==> src/rtl/gpio_mmio_pkg.sv <==
// Register map and address decode shared by the GPIO MMIO block.
// Release-event bits live at REL_EVT_BIT when GPIO_MMIO_RELEASE_EVT_EN is defined.
package gpio_mmio_pkg;

  localparam logic [3:0] ADDR_SW      = 4'h0;
  localparam logic [3:0] ADDR_LED     = 4'h4;
  localparam logic [3:0] ADDR_BTN_LVL = 4'h8;
  localparam logic [3:0] ADDR_BTN_EVT = 4'hC;

  localparam int unsigned REL_EVT_BIT = 16;

  typedef enum logic [1:0] {
    REG_SW,
    REG_LED,
    REG_BTN_LVL,
    REG_BTN_EVT
  } reg_sel_e;

  // Only the word index matters; byte-lane bits never reach the decoder.
  function automatic reg_sel_e addr_to_sel(input logic [1:0] word);
    logic [3:0] a;
    a = {word, 2'b00};
    case (a)
      ADDR_SW:      return REG_SW;
      ADDR_LED:     return REG_LED;
      ADDR_BTN_LVL: return REG_BTN_LVL;
      ADDR_BTN_EVT: return REG_BTN_EVT;
      default:      return REG_SW;
    endcase
  endfunction

endpackage

==> src/rtl/gpio_debounce.sv <==
// One button channel: 2-flop synchroniser, stability counter, debounced level, edge pulses.
// The fall_o pulse exists only when GPIO_MMIO_RELEASE_EVT_EN is defined.
module gpio_debounce
  import gpio_mmio_pkg::*;
#(
  parameter int unsigned DB_CYCLES = 20000
) (
  input  logic clk_i,
  input  logic rst_i,
  input  logic btn_i,
  output logic level_o,
  output logic rise_o
`ifdef GPIO_MMIO_RELEASE_EVT_EN
  ,
  output logic fall_o
`endif
);

  localparam int unsigned CNT_W = (DB_CYCLES > 2) ? $clog2(DB_CYCLES) : 1;

  logic [1:0]       sync_q;
  logic [1:0]       prime_q;
  logic             armed_q, armed_d;
  logic             level_q, level_d;
  logic [CNT_W-1:0] cnt_q, cnt_d;
  logic             synced;
  logic             settle;

  assign synced = sync_q[1];
  assign settle = (synced != level_q) && (cnt_q == CNT_W'(DB_CYCLES - 1));

  always_comb begin
    cnt_d   = '0;
    level_d = level_q;
    if (synced != level_q) begin
      if (settle) level_d = synced;
      else        cnt_d   = cnt_q + CNT_W'(1);
    end
  end

  // Presses count only after the synced input has been seen low once the
  // synchroniser holds real data, so a button held through reset stays silent.
  assign armed_d = armed_q | (prime_q[1] & ~synced);

  always_ff @(posedge clk_i or posedge rst_i) begin
    if (rst_i) begin
      sync_q  <= '0;
      prime_q <= '0;
      armed_q <= 1'b0;
      level_q <= 1'b0;
      cnt_q   <= '0;
    end else begin
      sync_q  <= {sync_q[0], btn_i};
      prime_q <= {prime_q[0], 1'b1};
      armed_q <= armed_d;
      level_q <= level_d;
      cnt_q   <= cnt_d;
    end
  end

  assign level_o = level_q;
  assign rise_o  = settle & synced & armed_q;
`ifdef GPIO_MMIO_RELEASE_EVT_EN
  assign fall_o  = settle & ~synced;
`endif

endmodule

==> src/rtl/gpio_mmio.sv <==
// Memory-mapped GPIO: synchronised switches, LED register, debounced buttons, sticky W1C events.
// Define GPIO_MMIO_RELEASE_EVT_EN to add release events at BTN_EVT[16+i].
module gpio_mmio
  import gpio_mmio_pkg::*;
#(
  parameter int unsigned SW_W      = 16,
  parameter int unsigned LED_W     = 16,
  parameter int unsigned N_BTN     = 1,
  parameter int unsigned DB_CYCLES = 20000
) (
  input  logic              clk,
  input  logic              rst,
  input  logic [3:0]        bus_addr,
  input  logic              bus_re,
  input  logic              bus_we,
  input  logic [31:0]       bus_wdata,
  output logic [31:0]       bus_rdata,
  output logic              bus_ready,
  input  logic [SW_W-1:0]   sw_in,
  input  logic [N_BTN-1:0]  btn_in,
  output logic [LED_W-1:0]  led_out,
  output logic              btn_evt_any
);

  reg_sel_e         sel;
  logic             wr_led, wr_evt;
  logic [SW_W-1:0]  sw_s1_q, sw_s2_q;
  logic [LED_W-1:0] led_q, led_d;
  logic [N_BTN-1:0] level, rise;
  logic [N_BTN-1:0] press_q, press_d;
  logic [31:0]      rd_word;
  logic [31:0]      rdata_q, rdata_d;
  logic             ready_q, ready_d;
  logic             unused_bits;

  assign sel         = addr_to_sel(bus_addr[3:2]);
  assign wr_led      = bus_we && (sel == REG_LED);
  assign wr_evt      = bus_we && (sel == REG_BTN_EVT);
  assign unused_bits = ^{bus_addr[1:0], bus_wdata};

`ifdef GPIO_MMIO_RELEASE_EVT_EN
  logic [N_BTN-1:0] fall;
  logic [N_BTN-1:0] rel_q, rel_d;
`endif

  for (genvar i = 0; i < N_BTN; i++) begin : g_btn
    gpio_debounce #(
      .DB_CYCLES(DB_CYCLES)
    ) u_db (
      .clk_i  (clk),
      .rst_i  (rst),
      .btn_i  (btn_in[i]),
      .level_o(level[i]),
      .rise_o (rise[i])
`ifdef GPIO_MMIO_RELEASE_EVT_EN
      ,
      .fall_o (fall[i])
`endif
    );
  end

  assign led_d = wr_led ? bus_wdata[LED_W-1:0] : led_q;

  // Clear first, then OR in new events, so a same-cycle set survives the W1C.
  always_comb begin
    press_d = press_q;
    if (wr_evt) press_d = press_d & ~bus_wdata[N_BTN-1:0];
    press_d = press_d | rise;
  end

`ifdef GPIO_MMIO_RELEASE_EVT_EN
  always_comb begin
    rel_d = rel_q;
    if (wr_evt) rel_d = rel_d & ~bus_wdata[REL_EVT_BIT +: N_BTN];
    rel_d = rel_d | fall;
  end
`endif

  always_comb begin
    rd_word = '0;
    case (sel)
      REG_SW:      rd_word[SW_W-1:0]  = sw_s2_q;
      REG_LED:     rd_word[LED_W-1:0] = led_q;
      REG_BTN_LVL: rd_word[N_BTN-1:0] = level;
      REG_BTN_EVT: begin
        rd_word[N_BTN-1:0] = press_q;
`ifdef GPIO_MMIO_RELEASE_EVT_EN
        rd_word[REL_EVT_BIT +: N_BTN] = rel_q;
`endif
      end
      default:     rd_word = '0;
    endcase
  end

  assign rdata_d = bus_re ? rd_word : rdata_q;
  assign ready_d = bus_re | bus_we;

  always_ff @(posedge clk or posedge rst) begin
    if (rst) begin
      sw_s1_q <= '0;
      sw_s2_q <= '0;
      led_q   <= '0;
      press_q <= '0;
      rdata_q <= '0;
      ready_q <= 1'b0;
    end else begin
      sw_s1_q <= sw_in;
      sw_s2_q <= sw_s1_q;
      led_q   <= led_d;
      press_q <= press_d;
      rdata_q <= rdata_d;
      ready_q <= ready_d;
    end
  end

`ifdef GPIO_MMIO_RELEASE_EVT_EN
  always_ff @(posedge clk or posedge rst) begin
    if (rst) rel_q <= '0;
    else     rel_q <= rel_d;
  end
  assign btn_evt_any = (|press_q) | (|rel_q);
`else
  assign btn_evt_any = |press_q;
`endif

  assign led_out   = led_q;
  assign bus_rdata = rdata_q;
  assign bus_ready = ready_q;

endmodule

==> config.mk <==
export PLATFORM = sky130hd
export DESIGN_NAME = gpio_mmio
export DESIGN_NICKNAME = d
export VERILOG_FILES = /design/src/rtl/gpio_mmio_pkg.sv /design/src/rtl/gpio_debounce.sv /design/src/rtl/gpio_mmio.sv
export SDC_FILE = /design/constraint.sdc
export NUM_CORES = 1
export LEC_CHECK = 0
export BUFFER_PORTS_ARGS = -buffer_cell sky130_fd_sc_hd__buf_2
export CAP_MARGIN = 20
export CORE_AREA = 3 3 106 108
export DETAILED_ROUTE_END_ITERATION = 10
export DIE_AREA = 0 0 109 111
export GPL_TIMING_DRIVEN = 0
export MAX_ROUTING_LAYER = met4
export SYNTH_ARGS = -nofsm -noshare
export SYNTH_HDL_FRONTEND = slang
export SYNTH_SLANG_ARGS = --single-unit
==> constraint.sdc <==
create_clock -name clk -period 2.9 [get_ports clk]
set_input_delay 0 -clock clk [delete_from_list [all_inputs] [get_ports clk]]
set_output_delay 0 -clock clk [all_outputs]
set_load 0.1 [all_outputs]
==> flow_metrics.env <==
export IMPL_num_vias=2164
export IMPL_status="complete, no violations"
export IMPL_crit_buf_inv=1
export IMPL_final_setup_worst_slack_ns=1.26
export IMPL_cts_tree="done"
export IMPL_max_cap_violations=0
export IMPL_avgRoutedWirePerCell_um=12.9
export IMPL_crit_chain="ha_1, and4_2, nand4b_1, nand2b_2, buf_6, nor2_1"
export IMPL_place_congestion=0.754
export IMPL_ys_flop_type="dfrtp_1"
export IMPL_vdd_drop_max_mv=0.298
export IMPL_synth_area_top_cells="dfrtp_1 66%, mux2_2 5.8%, mux2i_1 4.5%, buf_4 3.8%, xnor2_1 3.2%"
export IMPL_std_cell_rows=37
export IMPL_grt_pass1_vias=2308
export IMPL_via_per_inst=4.18
export IMPL_syn_to_final_growth_pct=34.6
export IMPL_critical_path_class="flip-flop to flip-flop"
export IMPL_synthCells=245
export IMPL_ys_ff_latch=87
export IMPL_seq_area_frac_synth_pct=65.7
export IMPL_core_sq_um=10300
export IMPL_clkSinkCount=87
export IMPL_synth_avg_cell_area_sq_um=13.5
export IMPL_holdWs_ns=0.0912
export IMPL_min_path_type="input pin to flip-flop"
export IMPL_fill_cells=985
export IMPL_cts_resized=0
export IMPL_slew_headroom_pct=65.4
export IMPL_initial_core_util_pct=32.1
export IMPL_drt_total_wl_um=6670
export IMPL_nNetsFinal=436
export IMPL_path_delay_family="simple AND/OR/NAND/NOR gates"
export IMPL_tightest_slew_ns=0.519
export IMPL_slew_viol_final=0
export IMPL_max_stage_delay_ns=0.40
export IMPL_clk_insertion_delay_late_ns=0.35
export IMPL_dieArea_sq_um=12100
export IMPL_skew_ns=0.00836
export IMPL_grt_usage_pct=12.4
export IMPL_finalNonFillerCells=518
export IMPL_synth_top_cells_by_count="87 x dfrtp_1, 21 x inv_1, 17 x buf_4, 17 x mux2_2"
export IMPL_crit_path_end_kind="flip-flop"
export IMPL_power_leakage_uw=0.00212
export IMPL_grt_overflow_total=0
export IMPL_yosys_warnings=0
export IMPL_fin_crit_sh_pct=56.4
export IMPL_num_antenna_cells=0
export IMPL_post_route_drc_count=0
export IMPL_synth_edf_count=0
export IMPL_drive_gt1_share_pct=35.6
export IMPL_post_place_ws_ns=1.24
export IMPL_yosysTopAreaCell="dfrtp_1"
export IMPL_grt_max_degree=63
export IMPL_synthArstFlopShare_pct=100
export IMPL_clockBufferDepth=2
export IMPL_ios=107
export IMPL_critPathSlowestCell="dfrtp_1"
export IMPL_p_per_area_nw_per_um2=692
export IMPL_post_cts_buffers=0
export IMPL_setup_viol=0
export IMPL_critical_path_arrival_ns=1.87
export IMPL_ant_nets=0
export IMPL_crit_fanout=10
export IMPL_placedCellCount=467
export IMPL_cts_root_buf="clkbuf_8"
export IMPL_ys_types=34
export IMPL_grt_setup_unrepaired="no"
export IMPL_die_x_um=109
export IMPL_first_iter_violations=118
export IMPL_synth_most_common_cell="dfrtp_1"
export IMPL_grt_pass1_wl_um=11200
export IMPL_clkSlewWorstSetupHoldPaths_ns=0.08
export IMPL_cp_start_kind="flip-flop"
export IMPL_cts_made_buffers=9
export IMPL_cp_required_ns=3.13
export IMPL_syn_cell_area_sq_um=3320
export IMPL_fmax_mhz=611
export IMPL_fin_area_sq_um=4460
export IMPL_yosysTopAreaCellShare_pct=65.7
export IMPL_hold_viol_final=0
export IMPL_dieHeight_um=111
export IMPL_dr_pass1_iters=4
export IMPL_cts_htree_levels=3
export IMPL_antenna_found_initial=0
export IMPL_hpwlAfterDp_um=4460
export IMPL_hold_buffers=36
export IMPL_placed_area_sq_um=3920
export IMPL_min_period_ns=1.64
export IMPL_port_buffers=70
==> cell families (layout without fill, tap and decap cells) <==
group                      after synthesis  count (layout)  share of synthesized area (%)
xor gates and xnor gates                14              14                           3.70
and+or+nand+nor                         46              46                           8.42
adders and majority gates                1               1                          0.377
muxes                                   33              33                           11.0
AOI/OAI and AO/OA                       18              18                           3.43
DFF                                     87              87                           65.7
other                                    2              17                          0.226
buffers and inverters                   44             166                           7.21
==> per-stage QoR <==
stage               TNS [ns]  utilization (%)  power (uW)
floorplan                  0                -        2140
global placement      -31.37             37.7        2280
detailed placement         0             38.0        2290
CTS                        0             43.2        3130
global route               0             43.2        3230
finish                     0             43.2        3090
==> power breakdown <==
group	leakage, uW	internal [uW]	switching (uW)	total (uW)
clock	0.0000892	391	396	787
sequential	0.00107	1310	56.7	1370
combinational	0.000957	189	743	932
==> worst register-to-register path: cells and delay by family (launching register included) <==
family / cells / cell delay [ns]
simple gates: 4 / 0.73
fa+ha+maj: 1 / 0.24
flops: 1 / 0.40
buf+inv: 1 / 0.17
==> path summary, 6_finish.rpt <==
check / to / from / cells after the start / slack [ns]
worst max register to register: g_btn[0].u_db.cnt_q[7] / g_btn[0].u_db.cnt_q[0] / 6 / 1.26
worst min-delay path: bus_rdata[10] / bus_addr[2] / 3 / 0.09
max in group asynchronous: g_btn[0].u_db.level_o / rst / 4 / 2.12
worst min register to register: sw_s2_q[3] / sw_s1_q[3] / 0 / 0.35
min in group asynchronous: sw_s2_q[8] / rst / 3 / 0.17
worst max-delay path: g_btn[0].u_db.cnt_q[7] / g_btn[0].u_db.cnt_q[0] / 6 / 1.26
==> flip-flops by register name, summed over array words and instances, names as in the netlist <==
signal / cells
g_btn.u_db.sync_q: 2
g_btn.u_db.armed_q: 1
bus_ready: 1
btn_evt_any: 1
g_btn.u_db.prime_q: 2
bus_rdata: 16
g_btn.u_db.level_o: 1
g_btn.u_db.cnt_q: 15
led_out: 16
sw_s2_q: 16
sw_s1_q: 16
==> placed cells by master (no fill, tap or decap), drive strengths merged <==
cell / instances
nand4: 3
bufinv: 1
nand3b: 1
ha: 1
o31ai: 1
xnor2: 12
nor3: 3
dfrtp: 87
nand3: 5
nor2: 17
conb: 17
buf: 91
nor4bb: 1
nor4: 5
and4: 1
mux2i: 15
dlygate4sd3: 36
nand2: 6
clkbuf: 14
clkinvlp: 1
mux4: 1
nand4b: 1
or2: 1
clkinv: 2
o21ai: 1
o22ai: 15
mux2: 17
a21o: 1
inv: 21
xor2: 2
nand2b: 2
==> cell type report <==
type	instances	area [sq um]	share of cell area (%)
clock buffers	11	131	2.94
inverters	21	81.3	1.82
clock inverters	4	47.5	1.07
plain buffers	23	160	3.59
multi-input cells	129	956	21.4
repair buffers	107	738	16.5
flip-flops and latches	87	2180	48.8
well taps	136	170	3.81
==> per-layer routing <==
| layer | track usage [%] | wire length [um] |
|---|---|---|
| met3 | 3.32 | 320 |
| met5 | - | 0 |
| met4 | 4.80 | 72 |
| met1 | 14.6 | 2990 |
| met2 | 20.1 | 3290 |
(Power assumes the default switching activity.)
